$ cat config.mk
export PLATFORM = sky130hd
export DESIGN_NAME = traffic_light_monitor_flat
export DESIGN_NICKNAME = d
export VERILOG_FILES = /design/src/rtl/traffic_light_monitor_if.sv /design/src/rtl/traffic_light_monitor.sv /design/src/flat_wrapper.sv
export SDC_FILE = /design/constraint.sdc
export NUM_CORES = 1
export LEC_CHECK = 0
export BUFFER_PORTS_ARGS = -buffer_cell sky130_fd_sc_hd__buf_2
export CORE_MARGIN = 3
export CORE_UTILIZATION = 45
export CTS_CLUSTER_DIAMETER = 80
export CTS_CLUSTER_SIZE = 40
export DETAILED_ROUTE_END_ITERATION = 6
export GPL_ROUTABILITY_DRIVEN = 0
export GPL_TIMING_DRIVEN = 0
export PLACE_DENSITY_LB_ADDON = 0.15
export RECOVER_POWER = 25
export SLEW_MARGIN = 20
export SYNTH_ARGS = -nofsm -noshare
export SYNTH_HDL_FRONTEND = slang
export SYNTH_SLANG_ARGS = --single-unit
$ cat constraint.sdc
create_clock -name clk -period 1.97 [get_ports clk]
set_input_delay 0.0985 -clock clk [delete_from_list [all_inputs] [get_ports clk]]
set_output_delay 0.0985 -clock clk [all_outputs]
set_load 0.005 [all_outputs]
$ cat src/rtl/traffic_light_monitor_if.sv
// Bundle between the traffic-light controller side (master) and the
// monitor (slave): the sampled light bus, the error-clear strobe and all
// decoded status coming back from the monitor.
interface traffic_light_monitor_if #(
  parameter int CNT_W = 8
);
  logic [2:0]       lights;
  logic             clr_err;
  logic [1:0]       phase;
  logic             phase_change;
  logic [CNT_W-1:0] dwell_cnt;
  logic [15:0]      cycle_cnt;
  logic             err_illegal;
  logic             err_order;
  logic             err_short;
  logic             err_timeout;

  modport master (
    output lights, clr_err,
    input  phase, phase_change, dwell_cnt, cycle_cnt,
    input  err_illegal, err_order, err_short, err_timeout
  );

  modport slave (
    input  lights, clr_err,
    output phase, phase_change, dwell_cnt, cycle_cnt,
    output err_illegal, err_order, err_short, err_timeout
  );
endinterface

$ cat src/rtl/traffic_light_monitor.sv
// Passive checker for the traffic-light controller. Decodes the one-hot
// light bus into a phase, times each phase, checks order and dwell limits,
// keeps sticky error flags and counts completed R->G->Y->R cycles.
module traffic_light_monitor #(
  parameter int CNT_W      = 8,
  parameter int MIN_RED    = 4,
  parameter int MIN_GREEN  = 4,
  parameter int MIN_YELLOW = 2,
  parameter int MAX_DWELL  = 200
) (
  input  logic                  clk,
  input  logic                  rst,
  traffic_light_monitor_if.slave mon
);

  typedef enum logic [1:0] {
    ST_IDLE   = 2'b00,
    ST_RED    = 2'b01,
    ST_GREEN  = 2'b10,
    ST_YELLOW = 2'b11
  } state_t;

  localparam logic [CNT_W-1:0] DWELL_SAT  = {CNT_W{1'b1}};
  localparam logic [CNT_W-1:0] DWELL_MAX  = CNT_W'(MAX_DWELL);
  localparam logic [CNT_W-1:0] MIN_R      = CNT_W'(MIN_RED);
  localparam logic [CNT_W-1:0] MIN_G      = CNT_W'(MIN_GREEN);
  localparam logic [CNT_W-1:0] MIN_Y      = CNT_W'(MIN_YELLOW);

  // Error vector bit positions
  localparam int E_TIMEOUT = 0;
  localparam int E_SHORT   = 1;
  localparam int E_ORDER   = 2;
  localparam int E_ILLEGAL = 3;

  state_t           state_reg, state_next;
  state_t           pat_state, succ_state;
  logic             pat_legal;
  logic [CNT_W-1:0] dwell_reg, dwell_next, dwell_inc, min_dwell;
  logic             pc_reg, pc_next;
  logic             partial_reg, partial_next;
  logic [15:0]      cycle_reg, cycle_next;
  logic [3:0]       err_reg, err_next, err_set;

  assign dwell_inc = dwell_reg + 1'b1;

  // Decode the light bus; anything not exactly one-hot is illegal
  always_comb begin
    pat_legal = 1'b1;
    pat_state = ST_IDLE;
    case (mon.lights)
      3'b100:  pat_state = ST_RED;
      3'b001:  pat_state = ST_GREEN;
      3'b010:  pat_state = ST_YELLOW;
      default: pat_legal = 1'b0;
    endcase
  end

  // Per-phase minimum dwell and the only legal successor phase
  always_comb begin
    min_dwell  = '0;
    succ_state = ST_IDLE;
    case (state_reg)
      ST_RED:    begin min_dwell = MIN_R; succ_state = ST_GREEN;  end
      ST_GREEN:  begin min_dwell = MIN_G; succ_state = ST_YELLOW; end
      ST_YELLOW: begin min_dwell = MIN_Y; succ_state = ST_RED;    end
      default:   begin min_dwell = '0;    succ_state = ST_IDLE;   end
    endcase
  end

  // Next-state, dwell timing, cycle counting and error detection
  always_comb begin
    state_next   = state_reg;
    dwell_next   = dwell_reg;
    pc_next      = 1'b0;
    partial_next = partial_reg;
    cycle_next   = cycle_reg;
    err_set      = '0;
    if (!pat_legal) begin
      // Illegal pattern drops to IDLE; no short/order judgement is possible
      state_next          = ST_IDLE;
      dwell_next          = '0;
      partial_next        = 1'b0;
      pc_next             = (state_reg != ST_IDLE);
      err_set[E_ILLEGAL]  = 1'b1;
    end else if (state_reg == ST_IDLE) begin
      // First phase after IDLE has unknown history, so its length is not judged
      state_next   = pat_state;
      dwell_next   = {{(CNT_W-1){1'b0}}, 1'b1};
      pc_next      = 1'b1;
      partial_next = 1'b1;
    end else if (pat_state != state_reg) begin
      if (!partial_reg && (dwell_reg < min_dwell))
        err_set[E_SHORT] = 1'b1;
      if (pat_state != succ_state)
        err_set[E_ORDER] = 1'b1;
      else if (state_reg == ST_YELLOW)
        cycle_next = cycle_reg + 16'd1;
      state_next   = pat_state;
      dwell_next   = {{(CNT_W-1){1'b0}}, 1'b1};
      pc_next      = 1'b1;
      partial_next = 1'b0;
    end else if (dwell_reg != DWELL_SAT) begin
      dwell_next = dwell_inc;
      if (dwell_inc == DWELL_MAX)
        err_set[E_TIMEOUT] = 1'b1;
    end
  end

  // Sticky flags: clear wins over history, a fresh error wins over clear
  for (genvar gi = 0; gi < 4; gi++) begin : g_err
    assign err_next[gi] = (mon.clr_err ? 1'b0 : err_reg[gi]) | err_set[gi];
  end

  // State and status registers
  always_ff @(posedge clk or posedge rst) begin
    if (rst) begin
      state_reg   <= ST_IDLE;
      dwell_reg   <= '0;
      pc_reg      <= 1'b0;
      partial_reg <= 1'b0;
      cycle_reg   <= '0;
      err_reg     <= '0;
    end else begin
      state_reg   <= state_next;
      dwell_reg   <= dwell_next;
      pc_reg      <= pc_next;
      partial_reg <= partial_next;
      cycle_reg   <= cycle_next;
      err_reg     <= err_next;
    end
  end

  assign mon.phase        = state_reg;
  assign mon.phase_change = pc_reg;
  assign mon.dwell_cnt    = dwell_reg;
  assign mon.cycle_cnt    = cycle_reg;
  assign mon.err_illegal  = err_reg[E_ILLEGAL];
  assign mon.err_order    = err_reg[E_ORDER];
  assign mon.err_short    = err_reg[E_SHORT];
  assign mon.err_timeout  = err_reg[E_TIMEOUT];

endmodule

$ cat src/flat_wrapper.sv
// flat-port wrapper written by rule: the top's interface ports become plain ports
module traffic_light_monitor_flat 
#(
  parameter int CNT_W      = 8,
  parameter int MIN_RED    = 4,
  parameter int MIN_GREEN  = 4,
  parameter int MIN_YELLOW = 2,
  parameter int MAX_DWELL  = 200
)
  (clk, rst, mon_lights, mon_clr_err, mon_phase, mon_phase_change, mon_dwell_cnt, mon_cycle_cnt, mon_err_illegal, mon_err_order, mon_err_short, mon_err_timeout);
  traffic_light_monitor_if #(.CNT_W(CNT_W)) mon_i ();
  input  logic clk;
  input  logic rst;
  input wire logic [$bits(mon_i.lights)-1:0] mon_lights;
  input wire logic [$bits(mon_i.clr_err)-1:0] mon_clr_err;
  output wire logic [$bits(mon_i.phase)-1:0] mon_phase;
  output wire logic [$bits(mon_i.phase_change)-1:0] mon_phase_change;
  output wire logic [$bits(mon_i.dwell_cnt)-1:0] mon_dwell_cnt;
  output wire logic [$bits(mon_i.cycle_cnt)-1:0] mon_cycle_cnt;
  output wire logic [$bits(mon_i.err_illegal)-1:0] mon_err_illegal;
  output wire logic [$bits(mon_i.err_order)-1:0] mon_err_order;
  output wire logic [$bits(mon_i.err_short)-1:0] mon_err_short;
  output wire logic [$bits(mon_i.err_timeout)-1:0] mon_err_timeout;
  assign mon_i.lights = mon_lights;
  assign mon_i.clr_err = mon_clr_err;
  assign mon_phase = mon_i.phase;
  assign mon_phase_change = mon_i.phase_change;
  assign mon_dwell_cnt = mon_i.dwell_cnt;
  assign mon_cycle_cnt = mon_i.cycle_cnt;
  assign mon_err_illegal = mon_i.err_illegal;
  assign mon_err_order = mon_i.err_order;
  assign mon_err_short = mon_i.err_short;
  assign mon_err_timeout = mon_i.err_timeout;
  traffic_light_monitor #(.CNT_W(CNT_W), .MIN_RED(MIN_RED), .MIN_GREEN(MIN_GREEN), .MIN_YELLOW(MIN_YELLOW), .MAX_DWELL(MAX_DWELL)) u_core (.clk(clk), .rst(rst), .mon(mon_i));
endmodule
# == After elaboration in Yosys (flattened, before gate mapping) ==
# Index checks and enable logic that the tools add are counted.
# word_totals
latchBits,0
word_cells,64
input_bits,6
ff_bits,32
ramBits,0
romBits,0
n_memories,0
out_inout_bits,31
# op_classes
add_sub_neg,2
n_div,0
multipliers,0
n_reduce_logical,7
muxes,30
bitwise,6
shifts,0
magnitude_cmp,1
eq_ne,12
# op_table
operator,count
8-bit two-way mux,4
1-bit two-way mux,17
"16-bit by 1-bit adder with 16-bit output, second input constant",1
2-bit one-hot mux with 3 select lines,2
"8-bit by 1-bit adder with 8-bit output, second input constant",1
"8-bit == test, second input constant",1
8-bit by 3-bit < comparator with 1-bit output,1
2-bit two-way mux,4
"8-bit inequality test, second input constant",1
3-bit two-way mux,2
3-bit one-hot mux with 2 select lines,1
5-bit AND reduction,1
"2-bit == test, second input constant",2
2-bit inequality test,2
"4-bit inequality test, second input constant",1
1-bit OR,4
"3-bit by 1-bit == test with 1-bit output, second input constant",1
"3-bit by 2-bit == test with 1-bit output, second input constant",1
"3-bit == test, second input constant",1
"3-bit inequality test, second input constant",1
3-bit OR reduction,1
"2-bit by 1-bit == test with 1-bit output, second input constant",1
2-bit logical NOT,1
1-bit NOT,2
other kinds (4),4

# == Longest topological paths before layout ==
# Gate-level depths: netlist of run 1.
# logic_depth
word_depth,10
ltp_mapped,9
ltp_nobuf,7

# == Least setup slack after synthesis of run 1 ==
# OpenSTA, ideal clock, no wires.
# synth_path
kind,register -> register
from,"register u_core.state_reg[0], in the netlist u_core.mon.phase[0]"
to,"register u_core.cycle_reg[1], in the netlist u_core.mon.cycle_cnt[1]"
synth_period_minus_slack_ps,1913
setup_time_ps,127
path_slack_ps,57
n_path_buf,1
path_stages_with_launch,7
required_ps,1843
t_arrival_ps,1786
path_cell_list,dfrtp_1 inv_1 ha_1 a2111oi_4 and2_1 buf_4 mux2_1
# synth_between
elab_chain_cells,5
elab_cells_between_ends,10
cone_classes,5 x eq/ne; 1 x mux; 2 x bitwise; 2 x reduce/logical
# synth_lines
element,line_no,source
from (decl),traffic_light_monitor.sv:35,"state_t state_reg, state_next;"
from (signal assigned),traffic_light_monitor.sv:124,state_reg <= state_next;
2-bit == test (tied with other cells),"traffic_light_monitor.sv:62, traffic_light_monitor.sv:96",
2-bit one-hot mux with 3 select lines,traffic_light_monitor.sv:62,case (state_reg)
2-bit inequality test,traffic_light_monitor.sv:94,if (pat_state != succ_state)
1-bit NOT (no line),n/a,
5-bit AND reduction (no line) (*),n/a,
to (signal assigned),traffic_light_monitor.sv:128,cycle_reg <= cycle_next;
to (decl),traffic_light_monitor.sv:41,"logic [15:0] cycle_reg, cycle_next;"
# Every way passes the cells marked *; elsewhere a longest branch is shown, timed or not.
# A chain may end at the register's enable or synchronous reset.

# == Worst setup path in the final report of run 1 ==
# layout_path
from,"register u_core.state_reg[1], in the netlist u_core.mon.phase[1]"
to,"register u_core.cycle_reg[11], in the netlist u_core.mon.cycle_cnt[11]"
# The elaborated chain is that of the path after synthesis.

==> results of run 1 <==
==> metrics by stage <==
step / instance area, µm² / setup TNS [ns] / total power [µW] / util (%) / setup WS (ns)
3_3_place_gp: 2072 / -0.2827 / 887.7 / 54.55 / -0.1780
4_1_cts: 2202 / 0 / 1418 / 57.97 / 0.03987
5_1_grt: 2285 / -0.06152 / 1501 / 60.14 / -0.04736
3_5_place_dp: 2072 / -0.3897 / 892.2 / 54.55 / -0.2044
6_report: 2285 / 0 / 1427 / 60.14 / 0.09915
2_1_floorplan: 1847 / 0 / 838.1 / - / 0.05653
==> worst max path at each step <==
stage / start / to / slack, ns / depth (start not counted)
5_1_grt: u_core.mon.phase[1] / u_core.mon.cycle_cnt[3] / -0.05 / 7
2_1_floorplan: u_core.mon.phase[0] / u_core.mon.cycle_cnt[1] / 0.06 / 6
4_1_cts: u_core.mon.phase[1] / u_core.mon.cycle_cnt[11] / 0.04 / 8
6_report: u_core.mon.phase[1] / u_core.mon.cycle_cnt[11] / 0.1 / 7
3_5_place_dp: u_core.mon.dwell_cnt[1] / u_core.mon.dwell_cnt[0] / -0.20 / 7
3_3_place_gp: u_core.mon.dwell_cnt[0] / u_core.mon.dwell_cnt[0] / -0.18 / 7
==> cell type report <==
type / count / area share, %
multi-input combinational: 131 / 43.32
sequential: 32 / 35.21
timing repair buffer: 43 / 10.35
clock buffer: 6 / 3.614
buffer: 11 / 3.122
tap: 48 / 2.629
inverter: 8 / 1.314
clock inverter: 2 / 0.4381
==> cells in the mapped netlist, drive strengths merged (4+ instances only) <==
| cell | n | share of area [%] |
|---|---|---|
| a21oi | 7 | 2.1 |
| and3 | 4 | 1.4 |
| buf | 9 | 3.2 |
| dfrtp | 32 | 43 |
| ha | 7 | 4.7 |
| inv | 8 | 1.6 |
| mux2i | 4 | 2.2 |
| nand2 | 10 | 2.0 |
| nand3 | 10 | 2.7 |
| nand4 | 9 | 3.4 |
| nor2 | 15 | 3.0 |
| o21ai | 6 | 1.6 |
| xnor2 | 20 | 9.9 |
| xor2 | 5 | 2.4 |
==> worst max-delay path, cell delays in order (launching register included) <==
cell and delay, ns:
dfrtp_1 0.42, buf_6 0.14, xnor2_1 0.16, a2111oi_4 0.40
and3_1 0.21, buf_4 0.15, nand4_2 0.13, xnor2_2 0.15
==> power by group through the flow <==
stage	sequential, µW	combinational (µW)	clock, µW
floorplan	721	117	0
global placement	721	166	0
detailed placement	723	169	0
CTS	712	175	532
global route	717	219	564
finish	714	195	518
==> routing by layer <==
layer  share of wire (%)  up-vias  wire length (µm)  track usage (%)
li1                    -      744                 -                -
met1                  48      734              1875            23.09
met2                  45       36              1770            24.66
met3                 5.3        6               208            4.892
met4                 1.1        0                42            4.468
met5                   0        -                 0                0
==> repair_timing <==
action | in CTS | in global routing
pin swaps | 1 | 3
hold endpoints to repair | 32 | 0
buffers inserted | 3 | 6
resized for setup | 5 | 9
setup endpoints to repair | 12 | 14
hold buffers | 1 | 0
==> logic make-up (layout without fill, tap and decap cells) <==
| group | Yosys count | count (layout) | synth area share [%] |
|---|---|---|---|
| and+or+nand+nor | 67 | 67 | 20.26 |
| adders and majority gates | 7 | 7 | 4.742 |
| DFF | 32 | 32 | 43.36 |
| muxes | 6 | 6 | 3.388 |
| AOI/OAI and AO/OA | 26 | 26 | 10.57 |
| buffers and inverters | 20 | 70 | 5.420 |
| xor gates and xnor gates | 25 | 25 | 12.26 |
==> results_dict.tcl, run 1 <==
set metrics [dict create \
    clk_latency_ns 0.29 \
    antenna_found_initial 0 \
    dp.cells 264 \
    final_common_cell "buf_2" \
    clock-sinks 32 \
    grt_max_degree 33 \
    p_leak_uw 0.001074 \
    overflow 0 \
    holdPathStages 3 \
    cts.path.max_buffers 2 \
    antennaDiodeCount 0 \
    cts_buffers 5 \
    num_vias 1520 \
    drt-wirelength-per-cell_um 13.86 \
    rows 22 \
    grt_usage_pct 16.44 \
    clkTransAtPathRegs_ns 0.06 \
    initialDrtViolationCount 63 \
    regArea_um2 804.5 \
    first_global_vias 1391 \
    r2r_end "u_core.mon.cycle_cnt[11]" \
    io_pins 37 \
    required_ns 2.14 \
    drive_above_1_share_pct 28.76 \
    cap_violations 0 \
    ys_seq_area_share_pct 43.36 \
    core_um2 3799 \
    power.share.clock_pct 36.3 \
    relSlewSlack_pct 55.74 \
    syn_inst 183 \
    finalMaxSlewViolations 0 \
    die-area_um2 4908 \
    layout.nets 245 \
    stdcell_count 281 \
    r2r-start "u_core.mon.phase[1]" \
    max_freq_mhz 534.5 \
    hold_start "mon_clr_err" \
    synth_warnings 0 \
    hold_ws_ns 0.1578 \
    synthDistinctLibCells 45 \
    skew_ns 0.007665 \
    post-route-drc-count 0 \
    powerDensity_nw_per_um2 624.4 \
    critical_path_class "flop to flop" \
    synth_edf_count 0 \
    n_fill_cell 328 \
    mostFrequentLayoutCells "buf_2 (31), dfrtp_1 (29), xnor2_1 (19), nor2_1 (14)" \
    postRouteAntennaNets 0 \
    tightest_slew_ns 0.6629 \
    setup_viol 0 \
    die_w_um 70.06 \
    cts_max_level 2 \
    drt_wl_total_um 3896 \
    clock-root-buffer "clkbuf_8" \
    cts_tree "yes" \
    r2r_cells 7 \
    place_hpwl_um 2764 \
    syn-cell-area_um2 1847 \
    multi_input_area_um2 989.7 \
    ys_dominant_reg_cell "dfrtp_1" \
    largest_reg_flops 16 \
    reg2reg_slack_ns 0.1 \
    internal-power_uw 1053 \
    p_switching_uw 373.7 \
    power_frac_seq_pct 50.0 \
    grt_first_pass_wirelength_um 6534 \
    finalHoldViolations 0 \
    worstSetupStartpointType "flop" \
    io_buffer_count 33 \
    syn_nets 196 \
    end_kind "flop" \
    area_growth_pct 23.71 \
    initial_utilization_pct 48.62 \
    avgViaCountPerCell 5.409 \
    cp_max_fo 6 \
    critPathArrivalTime_ns 2.04 \
    ys_ff_latch 32 \
    syn-mean-instance-area_um2 10.09 \
    outcome "complete, no violations" \
    hold_class "input pin to flop" \
    ir_drop_mv 0.4065 \
    power_frac_comb_pct 13.7 \
    fp.dieH_um 70.06 \
    firstDrtPassIters 4 \
    power.share.switching_pct 26.19 \
    async_reset_ff_share_pct 100.0 \
    hold_path_end "u_core.err_reg[2]" \
    fin_crit_ns 1.871 \
    min_period_over_period_pct 94.97 \
]
Note: power is estimated with default switching activity, not from simulation.
==> inputs of run 2 (changes only) <==
- ABC_AREA: unset -> 1
- CORE_UTILIZATION: 45 -> 50
- TNS_END_PERCENT: unset -> 1
==> run 2 against run 1 <==
Against the previous run: first-iteration DRC count increased by 1.6%; global-route usage grew 1.5 points; clock skew down 0.0019 ns; routed wire length is 5.6% higher; via count increased by 11%; flip-flop and latch count did not move; cell count is 22% higher; critical path depth rose by 4.
==> results_dict.tcl, run 2 <==
set metrics [dict create \
    overflow 0 \
    crit_start "u_core.mon.phase[0]" \
    largest_reg_flops 16 \
    r2r_cells 11 \
    firstDrtPassIters 4 \
    n_fill_cell 356 \
    dr_wl_met2_um 1864 \
    top_layer "met4" \
    initial_utilization_pct 53.55 \
    postRouteAntennaNets 0 \
    post-route-drc-count 0 \
    synth_warnings 0 \
    ir_drop_mv 0.3903 \
    final_common_cell "nand2_1" \
    worstSetupStartpointType "flop" \
    yosysTopAreaCell "dfrtp_1" \
    synthDistinctLibCells 28 \
    syn_inst 250 \
    io_pins 37 \
    regArea_um2 800.8 \
    min_period_over_period_pct 88.16 \
    async_reset_ff_share_pct 100.0 \
    postCtsSetupRepairBufs 0 \
    drive_above_1_share_pct 25.51 \
    p_leak_uw 0.001248 \
    cts_tree "yes" \
    rsz0062_at_grt "false" \
    power_frac_seq_pct 52.1 \
    required_ns 2.13 \
    first_global_vias 1605 \
    grt_max_degree 33 \
    clock-sinks 32 \
    met1Wirelength_um 2065 \
    cap_violations 0 \
    outcome "complete, no violations" \
    max_freq_mhz 575.8 \
    ys_ff_latch 32 \
    drt-wirelength-per-cell_um 12.03 \
    place_hpwl_um 3059 \
    relSlewSlack_pct 54.34 \
    critical_path_class "flop to flop" \
    p_switching_uw 358.3 \
    end_kind "flop" \
    grt_first_pass_wirelength_um 7189 \
    tightest_slew_ns 0.6839 \
    io_buffer_count 36 \
    cts_max_level 2 \
    die-area_um2 4837 \
    ys_dominant_reg_cell "dfrtp_1" \
    antennaDiodeCount 0 \
    fp.dieH_um 69.55 \
    drt_wl_total_um 4115 \
    synth_top_area_share_pct 39.65 \
    antenna_found_initial 0 \
    setup_slack_ns 0.2333 \
    post-place-ws_ns 0.2426 \
    clkTransAtPathRegs_ns 0.07 \
    wl_met3_um 143 \
    syn_nets 263 \
    avgViaCountPerCell 4.927 \
    grt_usage_pct 17.93 \
    initialDrtViolationCount 64 \
    cts.path.max_buffers 2 \
    hold_class "input pin to flop" \
    multi_input_area_um2 1077 \
    fin_crit_ns 1.737 \
    power.share.clock_pct 35.1 \
    skew_ns 0.005813 \
    synthTopCellsByArea "dfrtp_1 (40%), nand2_1 (15%), nand2_2 (5.6%), ha_1 (4.3%), inv_1 (3.7%)" \
    finalHoldViolations 0 \
    syn-cell-area_um2 2019 \
    synth_common_cells "nand2_1 (79), dfrtp_1 (32), inv_1 (20)" \
    internal-power_uw 976.5 \
    clock-root-buffer "clkbuf_8" \
    cts_buffers 5 \
    mostFrequentLayoutCells "nand2_1 (80), buf_2 (33), dfrtp_1 (32), inv_1 (20), nor2_1 (18)" \
    synth_most_common_cell "nand2_1" \
    dp.cells 334 \
    finalMaxSlewViolations 0 \
    holdPathStages 4 \
    num_vias 1685 \
    syn-mean-instance-area_um2 8.078 \
    powerDensity_nw_per_um2 573.6 \
    r2r-start "u_core.mon.phase[0]" \
    power.share.switching_pct 26.84 \
    rows 22 \
    critPathArrivalTime_ns 1.90 \
    hold_start "mon_clr_err" \
    area_growth_pct 15.24 \
    synth_edf_count 0 \
    fin_tns_setup_ns 0 \
    clk_latency_ns 0.27 \
    die_w_um 69.55 \
    stdcell_count 342 \
    power_frac_comb_pct 12.8 \
    ys_seq_area_share_pct 39.65 \
    cp_max_fo 10 \
    setup_viol 0 \
    core_um2 3771 \
    layout.nets 307 \
]
-- run 2: worst paths after layout --
kind / to / slack, ns
setup reg to reg: u_core.mon.cycle_cnt[0] / 0.23
hold reg to reg: u_core.err_reg[2] / 0.49
setup / recovery: u_core.mon.cycle_cnt[0] / 0.23
hold / removal: u_core.err_reg[0] / 0.12
max in group asynchronous: u_core.err_reg[2] / 1.06
min in group asynchronous: u_core.mon.cycle_cnt[14] / 0.47
-- run 2: final cells by class --
cell class	count	share of cell area (%)
sequential	32	34.41
multi-input combinational	191	46.29
inverter	24	3.871
buffer	3	1.559
clock inverter	1	0.2151
tap	48	2.581
clock buffer	6	3.118
timing repair buffer	37	7.957
-- run 2: cells by family (layout without fill, tap and decap cells) --
| kind of cell | Yosys count | count (layout) | synth area share, % |
|---|---|---|---|
| xor+xnor | 15 | 15 | 6.506 |
| compound gates | 14 | 14 | 4.275 |
| flops | 32 | 32 | 39.65 |
| fa+ha+maj | 7 | 7 | 4.337 |
| simple gates | 155 | 155 | 38.97 |
| buf+inv | 27 | 71 | 6.257 |
-- run 2: repair_timing --
action,4_1_cts,5_1_grt
resized for setup,0,0
hold buffers,1,0
endpoints found under the hold margin,32,0
-- run 2: power groups by stage --
stage / Sequential, µW / Combinational [µW] / Clock, µW
6_report: 695 / 171 / 469
3_3_place_gp: 706 / 173 / 0
2_1_floorplan: 706 / 126 / 0
3_5_place_dp: 707 / 177 / 0
4_1_cts: 695 / 178 / 485
5_1_grt: 698 / 197 / 512
-- run 2: metrics by stage --
| step | power, µW | hold WS (ns) | utilization [%] | area, µm² |
|---|---|---|---|---|
| after detailed placement | 883.4 | 0.2500 | 59.92 | 2260 |
| final | 1335 | 0.1249 | 61.71 | 2327 |
| after floorplan | 832.1 | 0.2147 | - | 2019 |
| after global routing | 1407 | 0.1358 | 61.71 | 2327 |
| after CTS | 1357 | 0.1227 | 62.24 | 2347 |
| after global placement | 879.0 | 0.4109 | 59.92 | 2260 |
-- run 2: worst max-delay path, stage by stage, from the launching register on --
cell and delay (ns):
dfrtp_1 0.40, inv_1 0.10, ha_1 0.31, inv_1 0.10, nand2_2 0.06, nand2_2 0.10
nand2_2 0.07, nor2_2 0.09, nand2_2 0.12, buf_6 0.17, nand2_1 0.05, nand2_1 0.05
-- run 2: layer usage --
metal  vias to the layer above  GRT usage [%]
met4                         0          4.555
met1                       774          25.64
met5                         -              0
met3                         5          3.623
li1                        875              -
met2                        31          27.75
